--- config.mk ---
export PLATFORM = sky130hd
export DESIGN_NAME = status_value_reader
export DESIGN_NICKNAME = d
export VERILOG_FILES = /design/src/rtl/status_value_reader.sv
export SDC_FILE = /design/constraint.sdc
export NUM_CORES = 1
export LEC_CHECK = 0
export ABC_CLOCK_PERIOD_IN_PS = 2900
export CORE_AREA = 2 2 39 41
export DETAILED_ROUTE_END_ITERATION = 8
export DIE_AREA = 0 0 41 43
export MAX_ROUTING_LAYER = met4
export PLACE_DENSITY_LB_ADDON = 0.08
export SKIP_LAST_GASP = 1
export SLEW_MARGIN = 10
export SYNTH_ARGS = -nofsm -noshare
export SYNTH_HDL_FRONTEND = slang
export SYNTH_SLANG_ARGS = --single-unit
--- constraint.sdc ---
create_clock -name clk_i -period 2.9 [get_ports clk_i]
set_input_delay 0.87 -clock clk_i [delete_from_list [all_inputs] [get_ports clk_i]]
set_output_delay 0.87 -clock clk_i [all_outputs]
set_load 0.01 [all_outputs]
--- src/rtl/status_value_reader.sv ---
// Pull-side controller for the status value vector: tracks occupancy, issues pulls,
// and holds the head bit in a one-entry valid/ready output stage.
module status_value_reader #(
    parameter int DEPTH = 8,
    parameter int CNT_W = $clog2(DEPTH + 1)
) (
    input  logic             clk_i,
    input  logic             arst_n_i,
    input  logic             vec_push_i,
    input  logic             vec_head_i,
    output logic             vec_pull_o,
    output logic             vec_empty_o,
    output logic             vec_full_o,
    output logic [CNT_W-1:0] count_o,
    output logic             rd_valid_o,
    output logic             rd_data_o,
    input  logic             rd_ready_i,
    input  logic             flush_i,
    output logic             overflow_o
);

    logic [CNT_W-1:0] count_q, count_d;
    logic             empty_q, empty_d;
    logic             full_q, full_d;
    logic             rd_valid_q, rd_valid_d;
    logic             rd_data_q, rd_data_d;
    logic             overflow_q, overflow_d;
    logic             stage_free;
    logic             pull;
    logic             push;

    // Pull is a function of registered state, ready and flush only; never of the push strobe.
    assign stage_free = ~rd_valid_q | rd_ready_i;
    assign pull       = (count_q != '0) & stage_free & ~flush_i;
    assign push       = vec_push_i & (~full_q | pull);

    always_comb begin
        count_d    = count_q;
        rd_valid_d = rd_valid_q;
        rd_data_d  = rd_data_q;
        overflow_d = overflow_q;

        if (flush_i) begin
            count_d    = '0;
            rd_valid_d = 1'b0;
            overflow_d = 1'b0;
        end else begin
            if (push && !pull) begin
                count_d = count_q + CNT_W'(1);
            end else if (!push && pull) begin
                count_d = count_q - CNT_W'(1);
            end

            if (vec_push_i && full_q && !pull) begin
                overflow_d = 1'b1;
            end

            if (pull) begin
                rd_data_d  = vec_head_i;
                rd_valid_d = 1'b1;
            end else if (rd_ready_i && rd_valid_q) begin
                rd_valid_d = 1'b0;
            end
        end

        // Flags follow the next count so they never lag the counter.
        empty_d = (count_d == '0);
        full_d  = (count_d == CNT_W'(DEPTH));
    end

    always_ff @(posedge clk_i or negedge arst_n_i) begin
        if (!arst_n_i) begin
            count_q    <= '0;
            empty_q    <= 1'b1;
            full_q     <= 1'b0;
            rd_valid_q <= 1'b0;
            rd_data_q  <= 1'b0;
            overflow_q <= 1'b0;
        end else begin
            count_q    <= count_d;
            empty_q    <= empty_d;
            full_q     <= full_d;
            rd_valid_q <= rd_valid_d;
            rd_data_q  <= rd_data_d;
            overflow_q <= overflow_d;
        end
    end

    // Gate the pull with reset so the vector never shifts while reset is held.
    assign vec_pull_o  = pull & arst_n_i;
    assign vec_empty_o = empty_q;
    assign vec_full_o  = full_q;
    assign count_o     = count_q;
    assign rd_valid_o  = rd_valid_q;
    assign rd_data_o   = rd_data_q;
    assign overflow_o  = overflow_q;

endmodule

* Yosys cells after proc, flatten, opt, wreduce, memory -nomap -nowiden
Cells that the tools add are included.
Word-level totals: bits in registers 9, bits of input ports 6, output and inout bits 10, logic and storage cells 38
Cells by class: $add $sub $neg 2, eq/ne operators 1, mux-type cells 8, bitwise gates (word level) 9, reduce and logical (&&, ||, !) cells 12
Operators with widths (number):
- $mux 4 | 3
- $logic_and 1x1->1 | 5
- $mux 1 | 5
- $add 4x1->4 const B | 1
- $and 1x1->1 | 4
- $eq 4x4->1 const B | 1
- $logic_not 4->1 | 1
- $reduce_bool 4->1 | 1
- $sub 4x1->4 const B | 1
- $not 1->1 | 3
- $reduce_bool 3->1 | 1
- $logic_not 1->1 | 2
- $or 1x1->1 | 2
- $reduce_and 2->1 | 1
- $reduce_bool 2->1 | 1

* Longest topological paths before layout
Gate-level depths: netlist (run 1).
depth after elaboration 12, depth in mapped cells 8, depth with buffers taken out 7

* Worst setup path after synthesis (run 1)
OpenSTA, ideal clock, no wires.
path kind input to output, start input rd_ready_i, end output vec_pull_o, data arrival time 1.488 ns, required time 2.030 ns, slack 0.542 ns, stages on the path 3, buffers on the path 0, cells stage by stage nor2b_1 -> nor3_1 -> and2_1
Between the ends: longest elaborated chain between the ends 4
RTL lines:
- start, declared | RTL line 17 | input logic rd_ready_i,
- $or 1x1->1 | RTL line 33 | assign stage_free = ~rd_valid_q | rd_ready_i;
- $and 1x1->1 (2 in series) | RTL line 34 | assign pull = (count_q != '0) & stage_free & ~flush_i;
- $and 1x1->1 | RTL line 90 | assign vec_pull_o = pull & arst_n_i;
- end, declared | RTL line 11 | output logic vec_pull_o,
Every way passes these cells.

* Worst setup path in the final report (run 1)
Same ends and word-level chain as after synthesis.

==> results.toml, run 1 <==
[clock_tree]
clock_latency_ps = 260
cts_setup_buffers = 0
clock-sinks = 9
cts_root_buffer = "clkbuf_4"
cts_made_buffers = 3
cts_tree = "built"
clkTransAtPathRegs_ps = 60
cts-resized-gates = 2
cts_max_level = 1
ctsLongestPathBuffers = 2
hold_buffers = 0

[layout]
utilization = 0.585
layout_commonest_cell = "clkdlybuf4s50_1"
final_cell_mix = "14 x clkdlybuf4s50_1, 8 x dfrtp_1, 7 x buf_4"
fin_area_sq_um = 810
finalNetCount = 91
fillers = 130
regArea_sq_um = 226
multi_input_area_sq_um = 328
diodes = 0
synthToLayoutAreaGrowth_pct = 42.8
drive_above_1_share = 0.207

[setup_path]
critical_path.top_delay_family = "buffers and inverters"
arrival_ps = 1950
cpPeakStageDelay_ps = 430
reg2reg_to = "vec_full_o"
start_kind = "primary input"
critPathCaptureType = "output pin"
path_max_fanout = 2
reg2reg_from = "count_o[1]"
path_depth = 5
cpMaxStageDelayCell = "clkdlybuf4s50_1"
crit_path_cell_trace = "clkdlybuf4s50_1, nor2b_2, nor3_2, and2_1, dlygate4sd2_1"
crit_path_start = "rd_ready_i"
rrSetupSlack_ps = 610
endpoint = "vec_pull_o"
path_class = "in -> out"
worst-r2r-cell-count = 7
worst-endpoint-required_ps = 2030
crit_buf_inv = 2

[global_route]
grt-busiest-layer = "met1"
gr-total-overflow = 0
grt_usage = 0.194
antenna_found_initial = 0
met2_usage = 0.272
grt_pass1_vias = 513
grt_pass1_wl_um = 2250
grt.met3_usage = 0.0314
use_met1 = 0.273
grt_max_degree = 12

[timing]
worst_slew_pin_slew_ps = 438
fin_crit_ps = 2820
clock_skew_ps = 2.03
rsz0062_at_grt = "no"
hold_viol_final = 0
slew_headroom = 0.707
setup_ws_ps = 80.9
setup_viol = 0
setup-tns-final_ps = 0
finalCritPeriodShare = 0.972
finalMaxSlewViolations = 0
fmax_mhz = 355
holdWs_ps = 474

[floorplanning]
die_area_sq_um = 1760
fp.coreArea_sq_um = 1380
pin_count = 16
initial_utilization = 0.410
die_w_um = 41
num_rows = 14
die_h_um = 43

[placed_design]
place_ws_ps = -254
place_area_sq_um = 777
place.gp.congestion = 0.822
hpwl_um = 996
numPortBuffers = 15

[route]
wire_per_inst_um = 13.3
drc = 0
via_per_inst = 5.21
totalWireLength_um = 1310
drtIter0Drc = 10
drtPass1Iterations = 4
vias = 511
postRouteAntennaNets = 0

[synthesis]
yosys.cell_types.count = 29
ys_seq_area_frac = 0.400
synth_fp_nets = 67
synth-simple-area-share = 0.298
synth-edff-count = 0
synthArstFlopShare = 1.00
syn_area_sq_um = 567
syn_area_per_cell_sq_um = 9.61
ys_warn_count = 0
muxShareOfSynthArea = 0.0751
ys.flop_type = "dfrtp_1"
syn_inst = 59
ys_ff_latch = 9
synth_adder_area_share = 0.0442
synth_compound_area_frac = 0.132
synth_xor_area_frac = 0.0155
synth_top_family_by_area = "simple AND/OR/NAND/NOR gates"

[pwr]
max-vdd-ir-drop_uv = 564
powerDensity_nw_per_um2 = 1040
power_leakage_uw = 0.000356

[worst_hold_path]
holdCritPathClass = "reg -> reg"

[run_status]
status = "complete, no violations"

[run]
max-cap-violations = 0
==> sequential cells by signal, summed over array words and instances (netlist names) <==
name,count
rd_valid_o,1
overflow_o,1
count_o,4
vec_full_o,1
vec_empty_o,1
rd_data_o,1
==> stage by stage <==
stage	total power (uW)	instances
6_report	839	98
5_1_grt	904	98
4_1_cts	849	98
3_5_place_dp	745	94
3_3_place_gp	738	94
2_1_floorplan	523	59
==> cells in the mapped netlist (3+ instances only) <==
cell | n | share of area
a31oi_1 | 3 | 0.033
dfrtp_1 | 8 | 0.35
nand2_1 | 6 | 0.040
nor2_1 | 5 | 0.033
nor2b_1 | 3 | 0.033
nor3_1 | 3 | 0.026
==> worst register-to-register path, stage by stage, from the launching register on <==
cell and delay [ps]:
dfrtp_1 430, inv_1 60, ha_1 180, nor3b_1 170, or3_1 380, or4_4 500, a311oi_4 280, nor3b_2 210
==> cell type report <==
| class | instances | share of cell area |
|---|---|---|
| well taps | 16 | 0.0247 |
| repair buffers | 22 | 0.249 |
| multi-input cells | 45 | 0.405 |
| flip-flops and latches | 9 | 0.280 |
| clock buffers | 4 | 0.0325 |
| inverters | 2 | 0.00927 |
==> how the worst min path moves through the flow <==
stage                    from        end  slack, ps  depth (start not counted)
detailed placement  rd_data_o  rd_data_o        470                          2
global route        rd_data_o  rd_data_o        520                          2
global placement    rd_data_o  rd_data_o        460                          2
CTS                 rd_data_o  rd_data_o        480                          2
finish              rd_data_o  rd_data_o        470                          2
floorplan           rd_data_o  rd_data_o        510                          2
==> cell families after synthesis <==
| group | count (synthesis) |
|---|---|
| AND/OR/NAND/NOR | 29 |
| AO/OA/AOI/OAI | 9 |
| flip-flops | 9 |
| buffers and inverters | 5 |
| multiplexers | 4 |
| adder cells (fa/ha/maj) | 2 |
| XOR/XNOR | 1 |
==> power breakdown <==
group          leakage [uW]  switching [uW]  internal [uW]
logic              0.000225             236            270
clock network     0.0000150            42.7           53.0
registers          0.000116            51.9            186
==> layer usage <==
layer | share of wire | vias up
li1 | - | 256
met1 | 0.49 | 239
met2 | 0.48 | 14
met3 | 0.030 | 2
met4 | 0.0061 | 0
met5 | 0 | -
(Power assumes the default switching activity.)
==> run 2: changes to the inputs <==
--- a/config.mk
+++ b/config.mk
@@ -6,6 +6,7 @@
 export NUM_CORES = 1
 export LEC_CHECK = 0
 export ABC_CLOCK_PERIOD_IN_PS = 2900
+export CAP_MARGIN = 20
 export CORE_AREA = 2 2 39 41
 export DETAILED_ROUTE_END_ITERATION = 8
 export DIE_AREA = 0 0 41 43
==> results of run 2 <==
Final layout, timing and power as in run 1 (identical DEF).
==> run 3: changes to the inputs <==
--- a/config.mk
+++ b/config.mk
@@ -5,11 +5,11 @@
 export SDC_FILE = /design/constraint.sdc
 export NUM_CORES = 1
 export LEC_CHECK = 0
-export ABC_CLOCK_PERIOD_IN_PS = 2900
+export ABC_CLOCK_PERIOD_IN_PS = 2310
 export CAP_MARGIN = 20
-export CORE_AREA = 2 2 39 41
+export CORE_AREA = 2 2 41 43
 export DETAILED_ROUTE_END_ITERATION = 8
-export DIE_AREA = 0 0 41 43
+export DIE_AREA = 0 0 43 45
 export MAX_ROUTING_LAYER = met4
 export PLACE_DENSITY_LB_ADDON = 0.08
 export SKIP_LAST_GASP = 1
==> constraint.sdc (replaced) <==
create_clock -name clk_i -period 2.31 [get_ports clk_i]
set_input_delay 0.693 -clock clk_i [delete_from_list [all_inputs] [get_ports clk_i]]
set_output_delay 0.693 -clock clk_i [all_outputs]
set_load 0.01 [all_outputs]
==> run 3 against run 2 <==
Effect of this change:
- count of clock-buffer cells in the layout unchanged
- sequential cell count unchanged
- power increased by 68%
- register-to-register slack got worse by 550 ps
- combinational power increased by 100%
- worst hold slack improved by 2.7 ps
- sequential share of layout area decreased by 5.2 points
- via count increased by 18%
- highest routed layer unchanged
- clock skew increased by 7.7 ps
- sequential power increased by 19%
- die area increased by 9.8%
==> results.toml, run 3 (synthesis gave the netlist of run 1 again) <==
[layout]
fin_area_sq_um = 1000
diodes = 0
synthToLayoutAreaGrowth_pct = 76.6
finalNetCount = 109
layout_commonest_cell = "buf_4"
largest_reg_flops = 4
final_cell_mix = "25 x buf_4, 12 x clkdlybuf4s50_1, 7 x dfrtp_1"
drive_above_1_share = 0.470

[route]
wire_per_inst_um = 13.9
via_per_inst = 5.20
drtPass1Iterations = 4
vias = 603
drc = 0
postRouteAntennaNets = 0
drtIter0Drc = 11
totalWireLength_um = 1620

[clock_tree]
clock-sinks = 9
cts_max_level = 1
cts_root_buffer = "clkbuf_4"
ctsLongestPathBuffers = 2
cts_tree = "built"
clock_latency_ps = 270
clkTransAtPathRegs_ps = 70
cts_made_buffers = 3
hold_buffers = 0

[floorplanning]
fp.coreArea_sq_um = 1470
die_w_um = 43
pin_count = 16
num_rows = 14
die_area_sq_um = 1940
die_h_um = 45
initial_utilization = 0.385

[placed_design]
place_area_sq_um = 876
numPortBuffers = 15
hpwl_um = 1120
place.gp.congestion = 0.774

[pwr]
powerDensity_nw_per_um2 = 1410
power_leakage_uw = 0.000455
max-vdd-ir-drop_uv = 803

[global_route]
grt_max_degree = 11
grt_usage = 0.199
gr-total-overflow = 0
grt_pass1_wl_um = 2680
antenna_found_initial = 0
grt_pass1_vias = 594

[timing]
finalMaxSlewViolations = 0
worst_slew_pin_slew_ps = 572
fin_crit_ps = 2250
setup_viol = 0
slew_headroom = 0.613
holdWs_ps = 477
fmax_mhz = 444
rsz0062_at_grt = "no"
clock_skew_ps = 9.71
hold_viol_final = 0
setup-tns-final_ps = 0
finalCritPeriodShare = 0.976

[setup_path]
path_max_fanout = 3
critical_path.top_delay_family = "simple AND/OR/NAND/NOR gates"
crit_buf_inv = 1
cpPeakStageDelay_ps = 550
arrival_ps = 2440
start_kind = "flip-flop"
cpMaxStageDelayCell = "or4_4"
path_class = "reg -> reg"
worst-endpoint-required_ps = 2490
crit_path_cell_trace = "inv_2, ha_2, nor3b_4, or3_4, or4_4, a311oi_4, nor3b_2"
critPathCaptureType = "flip-flop"

[worst_hold_path]
holdCritPathClass = "reg -> reg"

[run_status]
status = "complete, no violations"

[run]
max-cap-violations = 0
run 3: cell types whose count changed in the layout (fill, tap and decap cells not counted), sizes merged:
cell,previous run,this run
dlygate4sd2,1,0
buf,7,26
clkdlybuf4s50,14,12
clkbuf,4,6
run 3: per-layer routing:
metal,track usage,share of wire
met1,0.221,0.41
met2,0.336,0.53
met3,0.0800,0.049
met4,0.0545,0.0099
met5,-,0
run 3: cell type report:
type | count | area (sq um)
multi-input cells | 45 | 397
repair buffers | 40 | 323
fillers | 126 | 470
well taps | 16 | 20.0
inverters | 2 | 7.51
flip-flops and latches | 9 | 228
clock buffers | 4 | 26.3
run 3: worst reg2reg max path, cell delays in order (launching register included):
cell      delay, ps
dfrtp_2         360
inv_2            40
ha_2            180
nor3b_4         170
or3_4           330
or4_4           550
a311oi_4        330
nor3b_2         220
run 3: what timing repair did:
| item | in CTS | in global routing |
|---|---|---|
| resized for setup | 13 | 12 |
| pin swaps | 5 | 6 |
| endpoints found under the setup margin | 4 | 3 |
| buffers inserted | 4 | 3 |
run 3: final timing paths:
path	end	slack, ps	cells after the start	startpoint
max in group asynchronous	vec_empty_o	1310	2	arst_n_i
worst min register to register	rd_data_o	480	2	rd_data_o
worst max register to register	vec_full_o	60	7	count_o[0]
worst min-delay path	rd_data_o	480	2	rd_data_o
min in group asynchronous	count_o[2]	770	2	arst_n_i
worst max-delay path	vec_full_o	60	7	count_o[0]
run 3: metrics by stage:
stage / instances / utilization / setup WS, ps / total power [uW]
6_report: 116 / 0.680 / 55.5 / 1410
5_1_grt: 116 / 0.680 / 0.298 / 1510
4_1_cts: 115 / 0.648 / 9.67 / 1290
3_5_place_dp: 107 / 0.595 / -448 / 1060
3_3_place_gp: 107 / 0.595 / -425 / 1060
2_1_floorplan: 59 / - / 25.1 / 658
run 3: where the power goes:
group / internal [uW] / switching, uW
Clock: 66.6 / 56.5
Combinational: 574 / 432
Sequential: 234 / 49.3
Total: 875 / 538
